### src/rtl/md_seq_unit.sv
// Multi-cycle multiply/divide sequencer owning HI/LO: shift-add multiply, restoring divide, one sign-fix cycle.
// Build option MD_EARLY_OUT_EN: multiply leaves CALC as soon as the remaining multiplier bits are zero.
module md_seq_unit #(
  parameter int unsigned WIDTH = 32
) (
  input  logic             clk,
  input  logic             rst_n,
  input  logic             start,
  input  logic [2:0]       op,
  input  logic [WIDTH-1:0] sr,
  input  logic [WIDTH-1:0] tg,
  input  logic             cancel,
  output logic             ready,
  output logic             busy,
  output logic             done,
  output logic [WIDTH-1:0] hi,
  output logic [WIDTH-1:0] lo,
  output logic             div_zero
);
  localparam int unsigned CW = $clog2(WIDTH);

  typedef enum logic [1:0] {S_IDLE, S_CALC, S_FIX} state_e;

  state_e               state_q, state_d;
  logic [2*WIDTH-1:0]   acc_q, acc_d;
  logic [WIDTH-1:0]     opnd_q, opnd_d;
  logic [CW-1:0]        cnt_q, cnt_d;
  logic                 is_div_q, is_div_d;
  logic                 dz_q, dz_d;
  logic                 neg_q, neg_d;
  logic                 rneg_q, rneg_d;
  logic [WIDTH-1:0]     hi_q, hi_d, lo_q, lo_d;
  logic                 done_q, done_d;
  logic                 dzf_q, dzf_d;

  logic                 signed_op;
  logic [WIDTH-1:0]     sr_abs, tg_abs;
  logic [WIDTH:0]       mul_sum, div_shf, div_try;
  logic [2*WIDTH-1:0]   mul_nxt, div_nxt, acc_fix, prod_fix;
  logic [WIDTH-1:0]     quot_fix, rem_fix;
  logic                 mul_last;

  assign signed_op = ~op[0];
  assign sr_abs    = (signed_op && sr[WIDTH-1]) ? -sr : sr;
  assign tg_abs    = (signed_op && tg[WIDTH-1]) ? -tg : tg;

  // acc = {partial product, multiplier} for multiply, {remainder, dividend/quotient} for divide
  assign mul_sum = {1'b0, acc_q[2*WIDTH-1:WIDTH]} + {1'b0, opnd_q & {WIDTH{acc_q[0]}}};
  assign mul_nxt = {mul_sum, acc_q[WIDTH-1:1]};
  assign div_shf = {acc_q[2*WIDTH-1:WIDTH], acc_q[WIDTH-1]};
  assign div_try = div_shf - {1'b0, opnd_q};
  assign div_nxt = div_try[WIDTH] ? {div_shf[WIDTH-1:0], acc_q[WIDTH-2:0], 1'b0}
                                  : {div_try[WIDTH-1:0], acc_q[WIDTH-2:0], 1'b1};

`ifdef MD_EARLY_OUT_EN
  logic [WIDTH-1:0] rem_mask;
  assign rem_mask = ~({WIDTH{1'b1}} << cnt_q);
  assign mul_last = (cnt_q == '0) || ((mul_nxt[WIDTH-1:0] & rem_mask) == '0);
  // Skipped steps would only have shifted right; cnt_q holds how many remain.
  assign acc_fix  = is_div_q ? acc_q : (acc_q >> cnt_q);
`else
  assign mul_last = (cnt_q == '0);
  assign acc_fix  = acc_q;
`endif

  assign prod_fix = neg_q  ? -acc_fix : acc_fix;
  assign quot_fix = neg_q  ? -acc_fix[WIDTH-1:0] : acc_fix[WIDTH-1:0];
  assign rem_fix  = rneg_q ? -acc_fix[2*WIDTH-1:WIDTH] : acc_fix[2*WIDTH-1:WIDTH];

  always_comb begin
    state_d  = state_q;
    acc_d    = acc_q;
    opnd_d   = opnd_q;
    cnt_d    = cnt_q;
    is_div_d = is_div_q;
    dz_d     = dz_q;
    neg_d    = neg_q;
    rneg_d   = rneg_q;
    hi_d     = hi_q;
    lo_d     = lo_q;
    done_d   = 1'b0;
    dzf_d    = dzf_q;
    unique case (state_q)
      S_IDLE: begin
        if (start && !cancel) begin
          if (!op[2]) begin
            state_d  = S_CALC;
            cnt_d    = CW'(WIDTH - 1);
            is_div_d = op[1];
            dz_d     = op[1] && (tg == '0);
            neg_d    = signed_op && (sr[WIDTH-1] ^ tg[WIDTH-1]);
            rneg_d   = signed_op && op[1] && sr[WIDTH-1];
            dzf_d    = 1'b0;
            if (!op[1]) begin
              acc_d  = {{WIDTH{1'b0}}, tg_abs};
              opnd_d = sr_abs;
            end else begin
              // divide-by-zero keeps the raw dividend so FIX can return it in HI
              acc_d  = {{WIDTH{1'b0}}, (tg == '0) ? sr : sr_abs};
              opnd_d = tg_abs;
            end
          end else if (op == 3'd4) begin
            hi_d = sr;
          end else if (op == 3'd5) begin
            lo_d = sr;
          end
        end
      end
      S_CALC: begin
        if (cancel) begin
          state_d = S_IDLE;
        end else if (dz_q) begin
          state_d = S_FIX;
        end else if (is_div_q) begin
          acc_d = div_nxt;
          if (cnt_q == '0) state_d = S_FIX;
          else             cnt_d   = cnt_q - CW'(1);
        end else begin
          acc_d = mul_nxt;
          if (mul_last) state_d = S_FIX;
          else          cnt_d   = cnt_q - CW'(1);
        end
      end
      S_FIX: begin
        state_d = S_IDLE;
        if (!cancel) begin
          done_d = 1'b1;
          if (dz_q) begin
            hi_d  = acc_q[WIDTH-1:0];
            lo_d  = '1;
            dzf_d = 1'b1;
          end else if (is_div_q) begin
            hi_d = rem_fix;
            lo_d = quot_fix;
          end else begin
            {hi_d, lo_d} = prod_fix;
          end
        end
      end
      default: state_d = S_IDLE;
    endcase
  end

  always_ff @(posedge clk or negedge rst_n) begin
    if (!rst_n) begin
      state_q  <= S_IDLE;
      acc_q    <= '0;
      opnd_q   <= '0;
      cnt_q    <= '0;
      is_div_q <= 1'b0;
      dz_q     <= 1'b0;
      neg_q    <= 1'b0;
      rneg_q   <= 1'b0;
      hi_q     <= '0;
      lo_q     <= '0;
      done_q   <= 1'b0;
      dzf_q    <= 1'b0;
    end else begin
      state_q  <= state_d;
      acc_q    <= acc_d;
      opnd_q   <= opnd_d;
      cnt_q    <= cnt_d;
      is_div_q <= is_div_d;
      dz_q     <= dz_d;
      neg_q    <= neg_d;
      rneg_q   <= rneg_d;
      hi_q     <= hi_d;
      lo_q     <= lo_d;
      done_q   <= done_d;
      dzf_q    <= dzf_d;
    end
  end

  assign ready    = (state_q == S_IDLE);
  assign busy     = (state_q != S_IDLE);
  assign done     = done_q;
  assign hi       = hi_q;
  assign lo       = lo_q;
  assign div_zero = dzf_q;

endmodule

### config.mk
export PLATFORM = sky130hd
export DESIGN_NAME = md_seq_unit
export DESIGN_NICKNAME = d
export VERILOG_FILES = /design/src/rtl/md_seq_unit.sv
export SDC_FILE = /design/constraint.sdc
export NUM_CORES = 1
export LEC_CHECK = 0
export ABC_CLOCK_PERIOD_IN_PS = 4900
export BUFFER_PORTS_ARGS = -buffer_cell sky130_fd_sc_hd__buf_2
export CAP_MARGIN = 30
export CORE_UTILIZATION = 55
export DETAILED_ROUTE_END_ITERATION = 8
export PLACE_DENSITY = 0.75
export SYNTH_ARGS = -nofsm -noshare
export SYNTH_HDL_FRONTEND = slang
export SYNTH_SLANG_ARGS = --single-unit
### constraint.sdc
create_clock -name clk -period 4.9 [get_ports clk]
set_input_delay 0.98 -clock clk [delete_from_list [all_inputs] [get_ports clk]]
set_output_delay 0.98 -clock clk [all_outputs]
set_load 0.1 [all_outputs]
==> results by group, run 1 <==
Drt
  – Initial DRC count: 1935
  – Number of nets with antenna violations after routing: 0
  – Via Count: around 16000
  – Mean routed wirelength per cell: 22.5 um
  – DRC viols: 0
  – Vias per Instance: 6.61
  – Drt first pass iters: 6
  – WL final: 55.8 mm

Synthesis
  – Post-Synth Adder-Cell Area: 5.86%
  – Multiplexer area fraction after synthesis: roughly 4.4%
  – Post-synth EDFFs: 0
  – Number of synthesized register bits: 173
  – Yosys top cell area share: between 20% and 30%
  – Post-synthesis sequential area ratio: 27.7%
  – Top area cells in the synthesized netlist: dfrtp_1 (28%), o21ai_0 (7.0%), xnor2_1 (6.2%)
  – Post-Synthesis Cells: 2043
  – Async SR Flop Fraction: 100%
  – Post-Synth Simple-Gate Area: 19.6%
  – Avg Inst Size Synth: 7.65 um2
  – Cell taking the most area after synthesis: dfrtp_1
  – Synth Warn #: 0
  – Xor/xnor share of the synthesized area: between 10% and 20%
  – Syn nets: about 2200
  – Post-synth cell types: 77
  – Compound-Gate Fraction of Synth Area: 26.4%
  – Largest family of logic cells by synthesized area: compound AO/OA/AOI/OAI gates
  – Top_reg_cell synth: dfrtp_1
  – Mapped cell area: 15600 um2

CTS
  – Total CTS buffers: 17
  – Count of hold-fix buffers inserted at cts: 0
  – Clock Path Buffers: 2
  – Postcts setup bufs: 0
  – CTS tree: built
  – Post-cts gate resize count: 0
  – Clock-pin slew on the worst setup and hold paths: roughly 0.09 ns
  – H-tree depth: 4
  – Sink Count: 173
  – Clk Latency, worst-skew pair: 0.46 ns
  – Clk root buf: clkbuf_16

Placement
  – Final HPWL from detailed placement: 42.5 mm
  – Buffers on Ports: about 140
  – Pre-CTS setup slack: between 0.8 and 0.9 ns
  – Final GP Congestion: 1.05

Pwr
  – PD cells: approximately 670 nW/um2
  – Max VDD drop: 0.380 mV
  – Pleak: 7.58 nW

Timing
  – RSZ-0062 raised after global routing: false
  – Worst Clk Skew: 0.0181 ns
  – Setup TNS: 0 ns
  – Minimum clock period: 4.18 ns
  – Worst slew pin tran: slightly above 1 ns
  – Hold Vio Cnt, Final: 0
  – Headroom to the max-slew limit: a little under a third
  – Final setup fails: 0
  – Post-route setup slack: 0.719 ns
  – Fmax: 0.239 GHz
  – Max-slew violations: 0
  – Fin Hold WS: approximately 0.45 ns
  – Part of the cycle the worst path needs: 85.3%

Cells and area
  – Nets: around 2200
  – Commonest non-fill, non-tap cell in the layout: o21ai_0
  – Layout cells sized above 1: 11.2%
  – Fill count: about 2600
  – Antenna cells: 0
  – Most frequent cells in the layout: o21ai_0 (219), nand2_1 (207), a21oi_1 (192)
  – Area of the multi-input gates: 10500 um2
  – Reg area: 4330 um2
  – Area added between synthesis and finish: 9.99%

Die
  – Rows: 61
  – Initial Util: 56.1%
  – DIE WIDTH: 171 um
  – DIE AREA: 29100 um2
  – Die height: 171 um
  – Ports: 139
  – Core box area: 27900 um2

Critical path
  – Delay-heaviest family, CP: compound AO/OA/AOI/OAI gates
  – CP dominant cell by count: mux2i_1
  – Crit-path cells: inv_1, fa_1, nand2b_1, a21o_1, a211oi_1, o211ai_1, a21oi_1, mux2i_1, o221ai_4, buf_4, mux2_2, mux2i_1, o21ai_0
  – Buf/Inv on CP: 2
  – CP startpoint kind: flip-flop
  – Reg-to-Reg End: acc_fix[46]$_DFFE_PN0P_
  – WP data required: 5.21 ns
  – Worst setup EP type: flip-flop
  – CP startpoint: acc_fix[32]$_DFFE_PN0P_
  – R2R setup slack: 0.72 ns
  – Critical Path AT: 4.49 ns
  – FF-to-FF Start: acc_fix[32]$_DFFE_PN0P_
  – Worst-path fanout max: 21
  – Worst Reg2Reg Path Length in Cells: 13
  – Largest stage delay, worst path: 0.58 ns
  – Crit path kind: flip-flop to flip-flop
  – CP max-delay cell: dfrtp_1

Global routing
  – Gr usage total: 38.5%
  – Initial antenna violation count: 1
  – Vias in the first global route: roughly 15000
  – Overflow after GRT: 0
  – First-pass GRT wire length: between 80 and 90 mm
  – Largest net degree at the start of global routing: 110

Outcome
  – Status: finished clean

Flow run
  – Number of max-cap violations: 0

Hold path
  – Hold Path Class: input port to asynchronous set/reset pin
==> synthesized netlist by cell type (all sizes together) (15+ instances only) <==
library cell / instances
o21ai: 230
nand2: 208
a21oi: 192
dfrtp: 173
nor2: 173
clkbuf: 124
xnor2: 111
xor2: 81
ha: 70
mux2i: 63
inv: 61
nor3: 53
o22ai: 34
or3: 33
a21o: 30
nand3: 30
and3: 29
o211ai: 29
nor4: 28
buf: 25
nand2b: 24
o31ai: 24
a221oi: 18
a22oi: 18
nor2b: 16
a31oi: 15
==> stage by stage <==
step           std cells  util (%)  instance area [um2]  power [mW]
2_1_floorplan       2043         -                15600        8.04
3_3_place_gp        2441      59.3                16500        9.66
3_5_place_dp        2443      59.4                16500        9.78
4_1_cts             2475      61.7                17200        11.3
5_1_grt             2476      61.7                17200        12.1
6_report            2476      61.7                17200        11.5
==> registers in the layout, summed over array words and instances, names as in the netlist <==
signal    count
acc_fix      64
hi           32
lo           32
opnd_q       32
cnt_q         5
state_q       2
div_zero      1
done          1
dz_q          1
is_div_q      1
neg_q         1
rneg_q        1
==> where the power goes <==
group | internal, mW | switching (mW)
combinational | 2.37 | 4.98
sequential | 1.91 | 0.738
clock | 0.715 | 0.764
==> logic make-up after synthesis <==
family / after synthesis
multiplexers: 68
flip-flops: 173
AO/OA/AOI/OAI: 680
AND/OR/NAND/NOR: 647
buffers and inverters: 211
XOR/XNOR: 192
adder cells (fa/ha/maj): 72
==> worst max path at each step <==
stage | endpoint | slack (ns) | cells after the start
after floorplan | acc_fix[3]$_DFFE_PN0P_ | 1.64 | 12
after global placement | acc_fix[3]$_DFFE_PN0P_ | 0.91 | 11
after detailed placement | acc_fix[3]$_DFFE_PN0P_ | 0.83 | 11
after CTS | acc_fix[46]$_DFFE_PN0P_ | 0.81 | 13
after global routing | acc_fix[46]$_DFFE_PN0P_ | 0.47 | 13
final | acc_fix[46]$_DFFE_PN0P_ | 0.72 | 13
==> layer usage <==
layer	vias up	share of wire, %	global-route usage (%)
met3	156	13	10.5
met4	0	4.7	18.0
met5	-	0	0
met1	7696	42	53.5
met2	1069	41	55.2
li1	7441	-	-
==> worst reg2reg max path, cell delays in order (launching register included) <==
cell and delay, ns:
dfrtp_1 0.58, inv_1 0.24, fa_1 0.45, nand2b_1 0.19
a21o_1 0.19, a211oi_1 0.31, o211ai_1 0.23, a21oi_1 0.21
mux2i_1 0.38, o221ai_4 0.42, buf_4 0.37, mux2_2 0.29
mux2i_1 0.11, o21ai_0 0.08
==> area by class of cell <==
class	count	area share (%)
clock buffer	17	2.47
timing repair buffer	172	5.74
tap	378	2.75
clock inverter	15	1.26
inverter	62	1.35
sequential	173	25.2
multi-input combinational	1659	61.2
No activity file was read; power rests on OpenSTA's default activity.
==> run 2, diff against run 1 <==
Settings changed: ABC_AREA set to 1, CORE_UTILIZATION 55 to 45, PLACE_DENSITY 0.75 to unset.
==> run 2 against run 1 <==
Core utilization decreased by 12 points; synthesized cell count increased by 63%; fmax increased by 27%; die area increased by 48%; cell area increased by 21%; first-iteration DRC count increased by 56%; power increased by 49%; global-route usage increased by 3.3 points; sequential power increased by 21%; highest routed layer is now met5; non-clock buffer count decreased by 7.
==> results by group, run 2 <==
Global routing
  – Gr usage total: 41.8% (+3.3 points)
  – Gr busiest metal: met2
  – Largest net degree at the start of global routing: 78 (-29%)
  – Met3 Usage GRT: 13.2% (+2.6 points)
  – First-pass GRT wire length: 134 mm (+57%)
  – Initial antenna violation count: 2 (+1)
  – Overflow after GRT: 0 (unchanged)
  – Met2 Use GR: 59.1% (+3.9 points)
  – Vias in the first global route: 21000 (+40%)
  – Met1 usage: 58.2% (+4.8 points)

Synthesis
  – Cell with the most instances after synthesis: nand2_1
  – Syn nets: 3476 (+59%)
  – Synth Warn #: 0 (unchanged)
  – Async SR Flop Fraction: 100% (unchanged)
  – Mapped cell area: 19000 um2 (+22%)
  – Avg Inst Size Synth: 5.71 um2 (-25%)
  – Top_reg_cell synth: dfrtp_1
  – Top post-synthesis cells by count: nand2_1 (962), nor2_1 (481), inv_1 (424), nand3_1 (304), a21oi_1 (258)
  – Post-synthesis sequential area ratio: 22.7% (-4.9 points)
  – Post-synth EDFFs: 0 (unchanged)
  – Cell taking the most area after synthesis: dfrtp_1
  – Yosys top cell area share: 22.7% (-4.9 points)
  – Top area cells in the synthesized netlist: dfrtp_1 (23%), nand2_1 (19%), nor2_1 (9.5%)
  – Post-Synthesis Cells: 3333 (+63%)
  – Number of synthesized register bits: 173 (unchanged)
  – Post-synth cell types: 49 (-36%)

CTS
  – Postcts setup bufs: 0 (unchanged)
  – H-tree depth: 4 (unchanged)
  – Total CTS buffers: 17 (unchanged)
  – Post-cts gate resize count: 0 (unchanged)
  – Count of hold-fix buffers inserted at cts: 0 (unchanged)
  – Clock Path Buffers: 2 (unchanged)
  – Sink Count: 173 (unchanged)
  – Clock-pin slew on the worst setup and hold paths: 0.08 ns (about the same)
  – Clk Latency, worst-skew pair: 0.51 ns (+0.05 ns)
  – CTS tree: built
  – Clk root buf: clkbuf_16

Cells and area
  – Antenna cells: 0 (unchanged)
  – Commonest non-fill, non-tap cell in the layout: nand2_1
  – Layout cells sized above 1: 8.76% (-2.4 points)
  – Finished Layout Cells: 3944 (+59%)
  – Nets: 3542 (+59%)
  – Final Util: 50.2% (-12 points)
  – Finished Cell Area: 20700 um2 (+21%)
  – Area added between synthesis and finish: 8.90%
  – Most frequent cells in the layout: nand2_1 (961), nor2_1 (480), inv_1 (424)
  – Fill count: 4562 (+78%)
  – Max reg flops: 64 (unchanged)

Die
  – DIE AREA: 43100 um2 (+48%)
  – Initial Util: 46.1% (-10 points)
  – Rows: 74 (+21%)
  – DIE WIDTH: 208 um (+22%)
  – Die height: 208 um (+22%)
  – Core box area: 41300 um2 (+48%)
  – Ports: 139 (unchanged)

Timing
  – Setup TNS: 0 ns (unchanged)
  – Max-slew violations: 0 (unchanged)
  – Fmax: 0.304 GHz (+27%)
  – Minimum clock period: 3.29 ns (-0.895 ns)
  – Final setup fails: 0 (unchanged)
  – Fin Hold WS: 0.480 ns (+0.0321 ns)
  – Worst slew pin tran: 1.07 ns (+0.0367 ns)
  – Hold Vio Cnt, Final: 0 (unchanged)
  – Part of the cycle the worst path needs: 67.1% (-18 points)
  – Headroom to the max-slew limit: 28.6% (-2.5 points)
  – Worst Clk Skew: 0.0132 ns (-0.00489 ns)
  – RSZ-0062 raised after global routing: false

Outcome
  – Status: finished clean

Drt
  – Number of nets with antenna violations after routing: 0 (unchanged)
  – DRC viols: 0 (unchanged)
  – Via Count: 23700 (+45%)
  – Drt first pass iters: 7 (+1)
  – Initial DRC count: 3010 (+56%)
  – WL final: 91.9 mm (+65%)
  – Vias per Instance: 6.00 (-9.2%)
  – Mean routed wirelength per cell: 23.3 um (+3.4%)

Critical path
  – Worst setup EP type: flip-flop
  – CP startpoint kind: flip-flop
  – Crit path kind: flip-flop to flip-flop
  – Critical Path AT: 3.67 ns (-0.82 ns)
  – WP data required: 5.28 ns (+0.07 ns)
  – Worst-path fanout max: 32 (+52%)

Flow run
  – Number of max-cap violations: 0 (unchanged)

Placement
  – Dpl cells: 3912 (+60%)
  – Final GP Congestion: 1.07 (+2.5%)
  – Cell Area, Placed: 20100 um2 (+22%)
  – Final HPWL from detailed placement: 74.1 mm (+74%)
  – Buffers on Ports: 138 (unchanged)

Pwr
  – PD cells: 822 nW/um2 (+23%)
  – Max VDD drop: 0.656 mV (+73%)
  – Pleak: 10.9 nW (+44%)

Hold path
  – Hold Path Class: input port to asynchronous set/reset pin
run 2: changes by cell type in the layout (fill, tap and decap cells not counted), moves of 33 or more:
cell,before,now
o21ai_0,219,181
xor2_1,81,38
inv_1,61,424
a21oi_1,192,258
mux2i_1,63,0
nand4_1,7,46
nand3_1,29,304
nor2_1,172,480
xnor2_1,111,17
or3_1,33,0
nand2_1,207,961
run 2: cells by family after synthesis:
kind of cell	Yosys count	share of synthesized area, %
and+or+nand+nor	1905	42.1
AOI/OAI and AO/OA	565	16.2
buffers and inverters	563	11.6
DFF	173	22.7
adders and majority gates	72	4.81
xor gates and xnor gates	55	2.53
run 2: critical path: stages (launching register included):
cell and delay, ns:
dfrtp_1 0.73, ha_1 0.46, nand2_1 0.18, a21oi_1 0.06, nor2_1 0.22, nand2_1 0.16, a21oi_2 0.24, nand3_1 0.18
nand2_2 0.52, nand3_1 0.19, nand3_1 0.13, o21ai_0 0.08
run 2: area by class of cell:
cell class | instances | area, um2 | share of cell area (%)
flip-flops and latches | 173 | 4330 | 20.9
clock buffers | 17 | 425 | 2.05
clock inverters | 15 | 195 | 0.942
well taps | 532 | 666 | 3.21
inverters | 445 | 1670 | 8.06
multi-input cells | 2597 | 12500 | 60.3
repair buffers | 165 | 930 | 4.49
run 2: through the flow:
stage          setup slack [ns]  power, mW
3_5_place_dp               1.63       15.0
4_1_cts                    1.83       16.6
6_report                   1.61       17.0
5_1_grt                    1.48       18.0
3_3_place_gp               1.68       14.9
2_1_floorplan              2.29       11.5
run 2: metal layers:
| layer | vias to the layer above | routed length, um | part of all wire [%] |
|---|---|---|---|
| li1 | 10900 | - | - |
| met2 | 1572 | 37000 | 40 |
| met4 | 2 | 4080 | 4.4 |
| met3 | 208 | 12300 | 13 |
| met5 | - | 13 | 0.014 |
| met1 | 11000 | 38500 | 42 |
run 2: worst paths after layout:
| kind | start | endpoint | slack [ns] | cells after the start |
|---|---|---|---|---|
| setup / recovery | acc_fix[61]$_DFFE_PN0P_ | acc_fix[42]$_DFFE_PN0P_ | 1.61 | 11 |
| hold / removal | rst_n | acc_fix[59]$_DFFE_PN0P_ | 0.48 | 1 |
| setup reg to reg | acc_fix[61]$_DFFE_PN0P_ | acc_fix[42]$_DFFE_PN0P_ | 1.61 | 11 |
| hold reg to reg | lo[22]$_DFFE_PN0P_ | lo[22]$_DFFE_PN0P_ | 0.48 | 2 |
| max in group asynchronous | rst_n | div_zero$_DFFE_PN0P_ | 3.29 | 2 |
| min in group clk | lo[22]$_DFFE_PN0P_ | lo[22]$_DFFE_PN0P_ | 0.48 | 2 |
run 2: power breakdown:
part           internal [mW]  switching [mW]
logic                   3.12            9.21
registers               2.08            1.11
clock network          0.737           0.773
total                   5.93            11.1
